**src/rtl/sig_state_detector_pkg.sv**
```systemverilog
// Shared state codes and the per-clock classifier for the signal state detector.
// Encoding matches the legacy clock-state codes so existing comparators still apply.
package sig_state_detector_pkg;

    localparam int unsigned SIG_STATE_W = 3;

    typedef enum logic [SIG_STATE_W-1:0] {
        SIG_STATE_LOW       = 3'd0,
        SIG_STATE_HIGH      = 3'd1,
        SIG_STATE_RISE      = 3'd2,
        SIG_STATE_FALL      = 3'd3,
        SIG_STATE_UNDEFINED = 3'd4
    } sig_state_e;

    // Edges are only reported once the channel was already valid a cycle earlier,
    // so the acquisition step itself can never look like an edge.
    function automatic sig_state_e sig_classify(
        input logic valid,
        input logic valid_d,
        input logic filt,
        input logic filt_d
    );
        sig_state_e res;
        res = SIG_STATE_UNDEFINED;
        if (valid) begin
            if (valid_d && filt && !filt_d) begin
                res = SIG_STATE_RISE;
            end else if (valid_d && !filt && filt_d) begin
                res = SIG_STATE_FALL;
            end else if (filt) begin
                res = SIG_STATE_HIGH;
            end else begin
                res = SIG_STATE_LOW;
            end
        end
        return res;
    endfunction

endpackage

```
**src/rtl/sig_state_chan.sv**
```systemverilog
// One monitored channel: 2-FF synchroniser, glitch filter, edge classifier,
// rise-to-rise period counter and stall flag.
module sig_state_chan
    import sig_state_detector_pkg::*;
#(
    parameter int FILTER_LEN = 4,
    parameter int PERIOD_W   = 16
) (
    input  logic                clk_i,
    input  logic                rst_i,
    input  logic                sig_i,
    output sig_state_e          state_o,
    output logic                rise_o,
    output logic                fall_o,
    output logic [PERIOD_W-1:0] period_o,
    output logic                period_vld_o,
    output logic                stall_o
);

    localparam int FCNT_W = $clog2(FILTER_LEN + 1);
    localparam logic [FCNT_W-1:0]   FCNT_LAST = FCNT_W'(FILTER_LEN - 1);
    localparam logic [PERIOD_W-1:0] PER_MAX   = '1;
    localparam logic [PERIOD_W-1:0] PER_PRE   = PER_MAX - PERIOD_W'(1);

    logic              r_sync1;
    logic              r_sync2;
    logic              r_sync_prev;
    logic [FCNT_W-1:0] r_fcnt;
    logic              r_valid;
    logic              r_valid_d;
    logic              r_filt;
    logic              r_filt_d;

    sig_state_e          r_state;
    logic                r_rise;
    logic                r_fall;
    logic [PERIOD_W-1:0] r_pcnt;
    logic [PERIOD_W-1:0] r_period;
    logic                r_period_vld;
    logic                r_armed;
    logic                r_stall;

    logic w_rise;
    logic w_fall;

    always_ff @(posedge clk_i or posedge rst_i) begin
        if (rst_i) begin
            r_sync1     <= 1'b0;
            r_sync2     <= 1'b0;
            r_sync_prev <= 1'b0;
            r_fcnt      <= '0;
            r_valid     <= 1'b0;
            r_valid_d   <= 1'b0;
            r_filt      <= 1'b0;
            r_filt_d    <= 1'b0;
        end else begin
            r_sync1     <= sig_i;
            r_sync2     <= r_sync1;
            r_sync_prev <= r_sync2;
            r_valid_d   <= r_valid;
            r_filt_d    <= r_filt;
            if (!r_valid) begin
                // Acquisition: wait for FILTER_LEN consecutive unchanged samples.
                if (r_sync2 == r_sync_prev) begin
                    if (r_fcnt == FCNT_LAST) begin
                        r_valid <= 1'b1;
                        r_filt  <= r_sync2;
                        r_fcnt  <= '0;
                    end else begin
                        r_fcnt <= r_fcnt + FCNT_W'(1);
                    end
                end else begin
                    r_fcnt <= '0;
                end
            end else if (r_sync2 != r_filt) begin
                if (r_fcnt == FCNT_LAST) begin
                    r_filt <= ~r_filt;
                    r_fcnt <= '0;
                end else begin
                    r_fcnt <= r_fcnt + FCNT_W'(1);
                end
            end else begin
                r_fcnt <= '0;
            end
        end
    end

    assign w_rise = r_valid & r_valid_d &  r_filt & ~r_filt_d;
    assign w_fall = r_valid & r_valid_d & ~r_filt &  r_filt_d;

    always_ff @(posedge clk_i or posedge rst_i) begin
        if (rst_i) begin
            r_state      <= SIG_STATE_UNDEFINED;
            r_rise       <= 1'b0;
            r_fall       <= 1'b0;
            r_pcnt       <= '0;
            r_period     <= '0;
            r_period_vld <= 1'b0;
            r_armed      <= 1'b0;
            r_stall      <= 1'b0;
        end else begin
            r_state      <= sig_classify(r_valid, r_valid_d, r_filt, r_filt_d);
            r_rise       <= w_rise;
            r_fall       <= w_fall;
            r_period_vld <= 1'b0;
            if (w_rise) begin
                // Counter restarts at 1 so it holds the RISE-to-RISE distance.
                r_pcnt  <= PERIOD_W'(1);
                r_armed <= 1'b1;
                r_stall <= 1'b0;
                if (r_armed) begin
                    r_period     <= r_pcnt;
                    r_period_vld <= 1'b1;
                end
            end else begin
                if (r_pcnt != PER_MAX) begin
                    r_pcnt <= r_pcnt + PERIOD_W'(1);
                end
                r_stall <= r_armed && (r_pcnt == PER_PRE || r_pcnt == PER_MAX);
            end
        end
    end

    assign state_o      = r_state;
    assign rise_o       = r_rise;
    assign fall_o       = r_fall;
    assign period_o     = r_period;
    assign period_vld_o = r_period_vld;
    assign stall_o      = r_stall;

endmodule

```
**src/rtl/sig_state_detector.sv**
```systemverilog
// N_CH independent signal state detectors packed onto flat output buses;
// channel c owns bit c of each 1-bit bus and the c-th slice of the wide ones.
module sig_state_detector
    import sig_state_detector_pkg::*;
#(
    parameter int N_CH       = 4,
    parameter int FILTER_LEN = 4,
    parameter int PERIOD_W   = 16
) (
    input  logic                       clk_i,
    input  logic                       rst_i,
    input  logic [N_CH-1:0]            sig_i,
    output logic [SIG_STATE_W*N_CH-1:0] state_o,
    output logic [N_CH-1:0]            rise_o,
    output logic [N_CH-1:0]            fall_o,
    output logic [PERIOD_W*N_CH-1:0]   period_o,
    output logic [N_CH-1:0]            period_vld_o,
    output logic [N_CH-1:0]            stall_o
);

    for (genvar c = 0; c < N_CH; c++) begin : g_chan
        sig_state_e w_state;

        sig_state_chan #(
            .FILTER_LEN (FILTER_LEN),
            .PERIOD_W   (PERIOD_W)
        ) u_chan (
            .clk_i        (clk_i),
            .rst_i        (rst_i),
            .sig_i        (sig_i[c]),
            .state_o      (w_state),
            .rise_o       (rise_o[c]),
            .fall_o       (fall_o[c]),
            .period_o     (period_o[c*PERIOD_W +: PERIOD_W]),
            .period_vld_o (period_vld_o[c]),
            .stall_o      (stall_o[c])
        );

        assign state_o[c*SIG_STATE_W +: SIG_STATE_W] = w_state;
    end

endmodule

```
**config.mk**
```make
export PLATFORM = sky130hd
export DESIGN_NAME = sig_state_detector
export DESIGN_NICKNAME = d
export VERILOG_FILES = /design/src/rtl/sig_state_detector_pkg.sv /design/src/rtl/sig_state_chan.sv /design/src/rtl/sig_state_detector.sv
export SDC_FILE = /design/constraint.sdc
export NUM_CORES = 1
export LEC_CHECK = 0
export CORE_MARGIN = 1.5
export CORE_UTILIZATION = 60
export DETAILED_ROUTE_END_ITERATION = 16
export GPL_TIMING_DRIVEN = 1
export PLACE_DENSITY = 0.92
export SETUP_SLACK_MARGIN = 0.2
export SYNTH_ARGS = -nofsm -noshare
export SYNTH_HDL_FRONTEND = slang
export SYNTH_SLANG_ARGS = --single-unit
```
**constraint.sdc**
```tcl
create_clock -name clk_i -period 10.22 [get_ports clk_i]
set_input_delay 1.022 -clock clk_i [delete_from_list [all_inputs] [get_ports clk_i]]
set_output_delay 1.022 -clock clk_i [all_outputs]
set_load 0.1 [all_outputs]
```
# Word level (Yosys, flattened, before mapping)
# Index checks and enable logic that the tools add are counted.
[word_totals]
elab_cells = 260
output_inout_bits = 92
reg_bits = 200
[op_classes]
bitwise = 28
n_reduce_logical = 48
eq_ne = 28
n_mux = 84
addsub = 8
[op_table]
columns = ["op", "n"]
rows = [
  ["16-bit equality test (second input constant)", 8],
  ["16-bit two-way mux", 8],
  ["3-bit two-way mux", 28],
  ["16-bit by 1-bit adder with 16-bit output (second input constant)", 4],
  ["16-bit inequality test (second input constant)", 4],
  ["1-bit two-way mux", 48],
  ["1-bit bitwise AND", 20],
  ["1-bit logical AND", 20],
  ["2-bit nonzero test", 8],
  ["3-bit by 1-bit adder with 3-bit output (second input constant)", 4],
  ["3-bit by 2-bit equality test with 1-bit output (second input constant)", 4],
  ["3-bit AND reduction", 4],
  ["1-bit logical NOT", 8],
  ["2-bit inequality test (second input constant)", 4],
  ["1-bit NOT", 8],
  ["2-bit AND reduction", 4],
  ["1-bit equality test", 4],
  ["1-bit logical OR", 4],
  ["1-bit inequality test", 4],
]

# Longest topological paths before layout
# Gate-level depths: netlist (run 1).
[depth]
ltp_word = 6
ltp_mapped = 6

# Cells and area by module
# Synthesis (run 1) repeated with hierarchy kept, for this count alone.
[unflattened]
hier_cells = 712
hier_area_um2 = 8533.2
[modules_own_cells]
columns = ["module", "area_per_inst_um2", "cells_each", "instances"]
rows = [
  ["sig_state_chan", 2133.3, 178, 4],
]

# Worst setup path before layout (run 1)
# OpenSTA, ideal clock, no wires.
[synth_timing]
path_kind = "reg2out"
from = "register g_chan[0].u_chan.r_period[0]"
to = "output period_o[0]"
setup_slack_ps = 8301
arrival_ps = 897
path_stages_with_launch = 1
n_path_buf = 0
path_cell_list = "dfrtp_1"
[synth_rtl]
columns = ["element", "line_no", "rtl"]
rows = [
  ["start, declared", "sig_state_chan.sv:38", "logic [PERIOD_W-1:0] r_period;"],
  ["start signal, assigned", "sig_state_chan.sv:112", "r_period <= r_pcnt;"],
  ["end, declared", "sig_state_detector.sv:16", "output logic [PERIOD_W*N_CH-1:0] period_o,"],
]
# No word-level cell between the ends.

# Worst setup path after layout (run 1)
[layout_timing]
from = "register g_chan[3].u_chan.r_state[2]"
to = "output state_o[11]"
[layout_rtl]
columns = ["element", "line_no", "rtl"]
rows = [
  ["start, declared", "sig_state_chan.sv:34", "sig_state_e r_state;"],
  ["start signal, assigned", "sig_state_chan.sv:102", "r_state <= sig_classify(r_valid, r_valid_d, r_filt, r_filt_d);"],
  ["end, declared", "sig_state_detector.sv:13", "output logic [SIG_STATE_W*N_CH-1:0] state_o,"],
]
# No word-level cell between the ends.

==> results by stage, run 1 <==
Outcome:
- The run finished with clean final reports.

Yosys:
- The number of enable flip-flop cells after synthesis is 0.
- sky130_fd_sc_hd__dfrtp_1 is the most common cell in the netlist.
- In the synthesized netlist, the cells that appear most often are 196 x sky130_fd_sc_hd__dfrtp_1, 60 x sky130_fd_sc_hd__mux2_2, 47 x sky130_fd_sc_hd__nand2_1.
- The mapped netlist covers ~8500 µm².
- The number of synthesized register bits is 200.
- The post-synthesis async set-or-reset flop share is 1.00.
- Dividing the synthesized area by the synthesized cell count gives about 12 µm².
- The top cell type by total area after synthesis is sky130_fd_sc_hd__dfrtp_1.
- The dominant synthesized flop cell is sky130_fd_sc_hd__dfrtp_1.
- Synthesis produced a netlist whose cell count is 716.
- The sequential share of the synthesized area is 0.593.
- The number of warnings reported in the yosys synthesis log is 0.
- The synthesized netlist net count is 734.
- By area the synthesized netlist is led by sky130_fd_sc_hd__dfrtp_1 58%, sky130_fd_sc_hd__mux2_2 8.0%, sky130_fd_sc_hd__a21oi_1 2.5%.
- The number of distinct library cells after synthesis is 57.
- The share of the synthesized area in the top cell type is 0.580.

GRT:
- The aggregate global routing overflow is 0.
- The aggregate global-route resource usage is 0.252.
- The initial antenna violation count is 0.
- The number of global-route vias before repair was 6,092.
- Entering global routing, the biggest net connects approximately 130 pins.
- The first-pass GRT wire length is 29.4 mm.

Route:
- The total iterations of the first detailed-routing run is 5.
- The detailed-route vias per instance is 6.22.
- The sum of routed wire length over all layers is approximately 17 mm.
- For this block, the initial DRC count from the detailed router was 579.
- Dividing the detail-routed wire length by the instance count gives 17.5 µm.
- In this run the remaining antenna-violating nets after routing total 0.
- The number of remaining DRC errors is 0.
- The routed layout has between 6,000 and 7,000 vias.

Run:
- The max capacitance violation total is 0.

CTS:
- The tree is rooted in a sky130_fd_sc_hd__clkbuf_16.
- The clock latency of the later-clocked register in the worst-skew pair is 450 ps.
- The clock buffer count from CTS is 17.
- No sink is reached through more buffers than the 2 on the longest clock path.
- In this run, post-CTS hold repair placed 0 buffers.
- The clock sink count is 200.
- TritonCTS built the clock tree.
- The number of cells upsized or downsized after cts is 0.
- The number of setup buffers added after CTS is 0.
- The clock-pin slew on the worst setup and hold paths is 60 ps.
- The CTS H-tree depth is 4.

Timing:
- The number of endpoints failing setup at the final stage is 0.
- The clock arrives with 12.7 ps of skew.
- The final clock period utilization by the worst path is 0.304.
- Once routing completed, OpenROAD measured the worst setup slack at 7110 ps.
- The relative slew slack is 0.323.
- For the pin with the worst max-slew slack, the measured transition is 1010 ps.
- The total count of max-transition violations in the final report came to 0.
- The final period demand of the worst path is 3110 ps.
- Setup total negative slack on the finished layout was measured at 0 ps.
- The final hold violation count is 0.
- Setup repair after global routing left no endpoint under its margin.
- For this run, the top clock speed supported by timing is 0.322 GHz.

Place:
- The number of cells in the design after placement is 962.
- The setup slack at placement is 7080 ps.
- The routability congestion estimate is roughly 0.9.
- The count of buffers added on input and output ports is 97.
- The post-DP HPWL is 11.4 mm.

Critical path:
- The worst setup path is captured at an output port.
- STA classifies the critical path startpoint as a flip-flop.
- The critical path goes through clkdlybuf4s50_1.
- The critical path is of the flip-flop to output port type.
- The register-to-register setup slack is 7520 ps.
- Broken down by cell family, the worst path's largest delay share belongs to buffers and inverters.
- The number of buffers and inverters on the critical path is 1.
- For this design, the slowest cell found on the critical path is sky130_fd_sc_hd__clkdlybuf4s50_1.
- STA puts the critical path data required time at slightly above 9000 ps.
- The peak per-stage delay on the critical path is 1120 ps.
- In this run the worst path has a maximum fanout of 1.
- STA puts the critical path data arrival time at 2080 ps.

Power:
- The internal power is 0.00158 W.
- The clock power share is 0.244.
- Summed over all cells, the static leakage comes to 4.50 nW.
- Of the total power, the share spent switching nets is 0.413.
- The switching component of the power is about 0.0011 W.
- The worst-case IR drop observed on VDD is slightly below 0.0003 V.
- Of the total power, combinational logic draws 0.340.
- The share of total power dissipated in sequential elements is 0.415.
- Power spread over the standard cell area amounts to 267 nW/µm².

Die:
- The die is around 120 µm wide.
- The I/O pin count is 98.
- The initialized floorplan defines between 40 and 50 standard-cell rows.
- From bottom edge to top edge, the die measures roughly 120 µm.
- The starting density of the core is 0.611.
- The region available for standard cell placement spans 13,800 µm².
- The die covers ~15,000 µm².

Finish:
- The synthesis-to-finish area growth is 18.9%.
- The share of layout cells above drive strength 1 is 0.133.
- The final net count is 819.
- The final cell count without fillers is 994.
- The repair_antennas step left the layout with diodes totalling 0.

Hold path:
- The worst hold path class is flip-flop to flip-flop.
## sequential cells by signal (all words and copies together), names as in the netlist, 12 cells and up
name / flops
g_chan.u_chan.r_fcnt: 12
g_chan.u_chan.period_o: 64
g_chan.u_chan.state_o: 12
g_chan.u_chan.r_pcnt: 64
## power groups by stage
stage	Combinational (W)	Sequential [W]	Clock, W
2_1_floorplan	0.000348	0.00146	0
3_3_place_gp	0.000882	0.00111	0
3_5_place_dp	0.000909	0.00113	0
4_1_cts	0.000917	0.00111	0.000664
5_1_grt	0.000976	0.00114	0.000690
6_report	0.000914	0.00112	0.000656
## cells in the final DEF (no fill, tap or decap), types with 3 or more instances in the layout
| cell type | n |
|---|---|
| sky130_fd_sc_hd__dfrtp_1 | 196 |
| sky130_fd_sc_hd__clkdlybuf4s50_1 | 97 |
| sky130_fd_sc_hd__mux2_2 | 60 |
| sky130_fd_sc_hd__nand2_1 | 47 |
| sky130_fd_sc_hd__a21oi_1 | 42 |
| sky130_fd_sc_hd__o21ai_0 | 38 |
| sky130_fd_sc_hd__nor2_1 | 27 |
| sky130_fd_sc_hd__inv_1 | 24 |
| sky130_fd_sc_hd__nand3_1 | 18 |
| sky130_fd_sc_hd__nor3_1 | 18 |
| sky130_fd_sc_hd__nand4_1 | 17 |
| sky130_fd_sc_hd__clkbuf_16 | 17 |
| sky130_fd_sc_hd__a31oi_1 | 14 |
| sky130_fd_sc_hd__or3_1 | 13 |
| sky130_fd_sc_hd__nand2b_1 | 13 |
| sky130_fd_sc_hd__or4_1 | 12 |
| sky130_fd_sc_hd__ha_1 | 12 |
| sky130_fd_sc_hd__o31ai_1 | 10 |
| sky130_fd_sc_hd__nor3b_1 | 10 |
| sky130_fd_sc_hd__and4_1 | 9 |
| sky130_fd_sc_hd__and3_1 | 9 |
| sky130_fd_sc_hd__xnor2_1 | 9 |
| sky130_fd_sc_hd__nor4_1 | 8 |
| sky130_fd_sc_hd__a211oi_1 | 8 |
| sky130_fd_sc_hd__mux2i_1 | 8 |
| sky130_fd_sc_hd__nor2b_1 | 7 |
| sky130_fd_sc_hd__or2_2 | 6 |
| sky130_fd_sc_hd__a311oi_1 | 5 |
| sky130_fd_sc_hd__nand4b_1 | 4 |
| sky130_fd_sc_hd__o41ai_1 | 4 |
| sky130_fd_sc_hd__clkinvlp_4 | 4 |
| sky130_fd_sc_hd__dfstp_2 | 4 |
| sky130_fd_sc_hd__o311ai_0 | 3 |
| sky130_fd_sc_hd__clkbuf_1 | 3 |
## cell families (layout without fill, tap and decap cells)
group,after synthesis,count (layout),synth area share
XOR/XNOR,11,11,0.0114
AO/OA/AOI/OAI,139,139,0.102
multiplexers,68,68,0.0894
adder cells (fa/ha/maj),12,12,0.0178
flip-flops,200,200,0.593
AND/OR/NAND/NOR,227,227,0.152
buffers and inverters,59,157,0.0343
## path summary, 6_finish.rpt
| check | from | end | cells past startpoint |
|---|---|---|---|
| min in group asynchronous | rst_i | g_chan[2].u_chan.r_fcnt[1]$_DFF_PP0_ | 2 |
| worst min-delay path | g_chan[0].u_chan.r_sync1$_DFF_PP0_ | g_chan[0].u_chan.r_sync2$_DFF_PP0_ | 0 |
| worst max register to register | g_chan[0].u_chan.r_filt$_DFFE_PP0P_ | g_chan[0].u_chan.r_pcnt[15]$_DFFE_PP0P_ | 5 |
| worst max-delay path | g_chan[3].u_chan.state_o[2]$_DFF_PP1_ | state_o[11] | 1 |
| worst min register to register | g_chan[0].u_chan.r_sync1$_DFF_PP0_ | g_chan[0].u_chan.r_sync2$_DFF_PP0_ | 0 |
| max in group asynchronous | rst_i | g_chan[2].u_chan.period_o[1]$_DFFE_PP0P_ | 3 |
## layout make-up
type / count / area [µm²]
flip-flops and latches: 200 / 5010
clock inverters: 11 / 126
multi-input cells: 457 / 3150
repair buffers: 98 / 978
fillers: 904 / 3780
clock buffers: 21 / 450
inverters: 27 / 109
well taps: 180 / 225
## routing by layer
layer  track usage  share of wire
met1         0.319           0.40
met4        0.0971          0.021
met3        0.0538          0.056
met5             0              0
met2         0.428           0.52
## metrics by stage
stage / hold WS (ps) / area (µm²) / utilization / total power (W)
2_1_floorplan: 331 / 8450 / - / 0.00181
3_3_place_gp: 333 / 9470 / 0.685 / 0.00199
3_5_place_dp: 337 / 9470 / 0.685 / 0.00203
4_1_cts: 355 / 10000 / 0.727 / 0.00269
5_1_grt: 369 / 10000 / 0.727 / 0.00281
6_report: 353 / 10000 / 0.727 / 0.00269
(Power assumes the default switching activity.)
==> run 2, diff against run 1 <==
--- a/config.mk
+++ b/config.mk
@@ -6,10 +6,10 @@
 export NUM_CORES = 1
 export LEC_CHECK = 0
 export CORE_MARGIN = 1.5
-export CORE_UTILIZATION = 60
+export CORE_UTILIZATION = 56
 export DETAILED_ROUTE_END_ITERATION = 16
 export GPL_TIMING_DRIVEN = 1
-export PLACE_DENSITY = 0.92
+export PLACE_DENSITY = 0.87
 export SETUP_SLACK_MARGIN = 0.2
 export SYNTH_ARGS = -nofsm -noshare
 export SYNTH_HDL_FRONTEND = slang
==> constraint.sdc (replaced) <==
create_clock -name clk_i -period 3.2 [get_ports clk_i]
set_input_delay 0.32 -clock clk_i [delete_from_list [all_inputs] [get_ports clk_i]]
set_output_delay 0.32 -clock clk_i [all_outputs]
set_load 0.1 [all_outputs]
==> results by stage, run 2 (synthesis gave the netlist of run 1 again) <==
Outcome:
- The run finished, with violations left.
- The final reports fail on DRC.

Route:
- The per-cell routed wire length is roughly 17 µm.
- The routed layout has 6,127 vias.
- The count of nets left with antenna violations once routing finished came out at 0.
- For this run, the detailed router's first-pass iteration total came to 13.
- For this run, design rule violations remaining after detail routing come to 3.
- The detailed-route vias per instance is 6.10.
- Wires add up to between 15 and 20 mm.
- The number of DRC markers after the initial detailed-route iteration is 606.

CTS:
- The clock sink count is 200.
- The number of cells upsized or downsized after cts is 0.
- After clock tree synthesis, the setup repair step added 0 buffers.
- The clock-pin slew on the worst setup and hold paths is 70 ps.
- Clock tree synthesis inserted a total of 17 buffers.
- The clock tree synthesis step divided the H-tree into 4 levels.
- TritonCTS built the clock tree.
- Buffers inserted to repair hold after CTS numbered 0.
- In this run the deepest clock path goes through 2 buffers.
- The cell sitting at the root of the clock tree is a sky130_fd_sc_hd__clkbuf_16.
- The clock latency of the later-clocked register in the worst-skew pair is 440 ps.

GRT:
- The total overflow left after global routing is 0.
- The initial antenna violation count is 0.
- Entering global routing, the biggest net connects 88 pins.
- The aggregate global-route resource usage is 0.229.
- The first global-routing pass estimated approximately 29 mm of wire.
- The number of global-route vias before repair is 6,031.

Place:
- At the end of routability-driven placement, the weighted congestion stood at 0.859.
- The number of buffers added on ports is 97.
- The wire-length estimate of the detail-placed layout is 11.5 mm.

Run:
- Across the run, the number of max-cap violations was 0.

Die:
- The starting density of the core is 0.577.
- The die height is about 130 µm.
- The floorplan die area is about 16,000 µm².
- From left edge to right edge, the die measures 126 µm.
- The total core area is 14,600 µm².
- The floorplan has 44 rows.
- ~100 I/O pins were placed.

Power:
- Power comes to 0.00869 W.
- The leakage power total is 4.55 nW.
- The power density over the cells is around 860 nW/µm².
- VDD sags by at most 0.000736 V.

Finish:
- After filler insertion, the fill cell instance count of the layout stands at approximately 980.
- Of the cells placed in the final design, the portion with a size suffix greater than 1 is 0.141.
- The number of diodes is 0.
- The footprint of the flip-flops and latches is 5010 µm².
- The final net count is 825.
- From synthesis to final layout, the design area changed by 20.3%.
- Leaving out fill and tap cells, the most frequent cells in the layout are 196 x sky130_fd_sc_hd__dfrtp_1, 96 x sky130_fd_sc_hd__clkdlybuf4s50_1, 60 x sky130_fd_sc_hd__mux2_2.
- For this run, the share of the core covered by cells in the final layout is 0.694.
- The leading cell type in the layout, fill and taps excluded is sky130_fd_sc_hd__dfrtp_1.
- Summing all multi-input logic gate instances after layout gives 3150 µm².

Critical path:
- The maximum fanout along the worst path is 1.
- Walking the worst path, the cells encountered are clkdlybuf4s50_1.
- The cell class contributing the biggest share of worst-path delay is buffers and inverters.
- The worst endpoint data arrival time is 2080 ps.
- The slowest cell on the critical path is sky130_fd_sc_hd__clkdlybuf4s50_1.
- Setup slack on the worst reg-to-reg path comes out at 800 ps.
- The peak per-stage delay on the critical path is 1120 ps.
- Together, buffers and inverters on the worst path number 1.
- STA puts the critical path data required time at roughly 2900 ps.
- The capturing element type of the critical path is an output port.
- The worst setup path is launched from a flip-flop.
- The type of the setup path with the least slack is flip-flop to output port.

Timing:
- The final clock period utilization by the worst path is 0.750.
- At the pin with the least slew margin, the transition time is 1030 ps.
- The final period demand of the worst path is about 2400 ps.
- The total count of max-transition violations in the final report is 0.
- Derived from the worst setup path, the maximum achievable clock frequency is 0.417 GHz.
- In the final timing run, aggregate negative setup slack is 0 ps.
- Setup repair after global routing left no endpoint under its margin.
- Setup violations remaining at the end of the flow were counted as 0.
- The worst pin sits at a relative slew slack of 0.311.
- The final hold violation count is 0.
- The worst clock skew on the final layout is 7.40 ps.

Hold path:
- The worst hold path class is primary input to async pin.
==> run 2: metal layers <==
layer / share of wire / track usage
met1: 0.41 / 0.288
met2: 0.52 / 0.387
met3: 0.052 / 0.0484
met4: 0.023 / 0.0960
met5: 0 / 0
==> run 2: final timing paths <==
| kind | cells after the start | endpoint | from |
|---|---|---|---|
| max | 1 | state_o[11] | g_chan[3].u_chan.state_o[2]$_DFF_PP1_ |
| min | 2 | g_chan[3].u_chan.period_vld_o$_DFF_PP0_ | rst_i |
| max reg2reg | 4 | g_chan[3].u_chan.period_o[12]$_DFFE_PP0P_ | g_chan[3].u_chan.r_valid$_DFF_PP0_ |
| min reg2reg | 0 | g_chan[0].u_chan.r_sync2$_DFF_PP0_ | g_chan[0].u_chan.r_sync1$_DFF_PP0_ |
| max in group asynchronous | 4 | g_chan[2].u_chan.state_o[2]$_DFF_PP1_ | rst_i |
| min in group clk_i | 1 | g_chan[1].u_chan.r_sync1$_DFF_PP0_ | sig_i[1] |
==> run 2: cell type report <==
class	count	area share
multi-input cells	457	0.310
flip-flops and latches	200	0.493
repair buffers	104	0.104
clock buffers	21	0.0453
well taps	184	0.0227
clock inverters	11	0.0145
inverters	27	0.0103
==> run 2: worst register-to-register path, stage by stage, from the launching register on <==
cell and delay, ps:
sky130_fd_sc_hd__dfrtp_1 450, sky130_fd_sc_hd__nand4b_1 330, sky130_fd_sc_hd__inv_1 480, sky130_fd_sc_hd__nand2_1 550, sky130_fd_sc_hd__mux2_2 470
==> run 2: per-stage QoR <==
stage	hold slack (ps)	instance area (µm²)	worst slack [ps]	instances
floorplan	331	8450	295	716
global placement	335	9550	1020	972
detailed placement	339	9550	860	972
CTS	291	10200	779	1004
global route	318	10200	667	1004
finish	281	10200	800	1004
==> run 2: report_power, final <==
group | switching [W] | internal, W | total [W] | leakage, nW
Combinational | 0.00211 | 0.000831 | 0.00294 | 1.63
Clock | 0.000922 | 0.00127 | 0.00219 | 0.285
Sequential | 0.000514 | 0.00304 | 0.00356 | 2.64
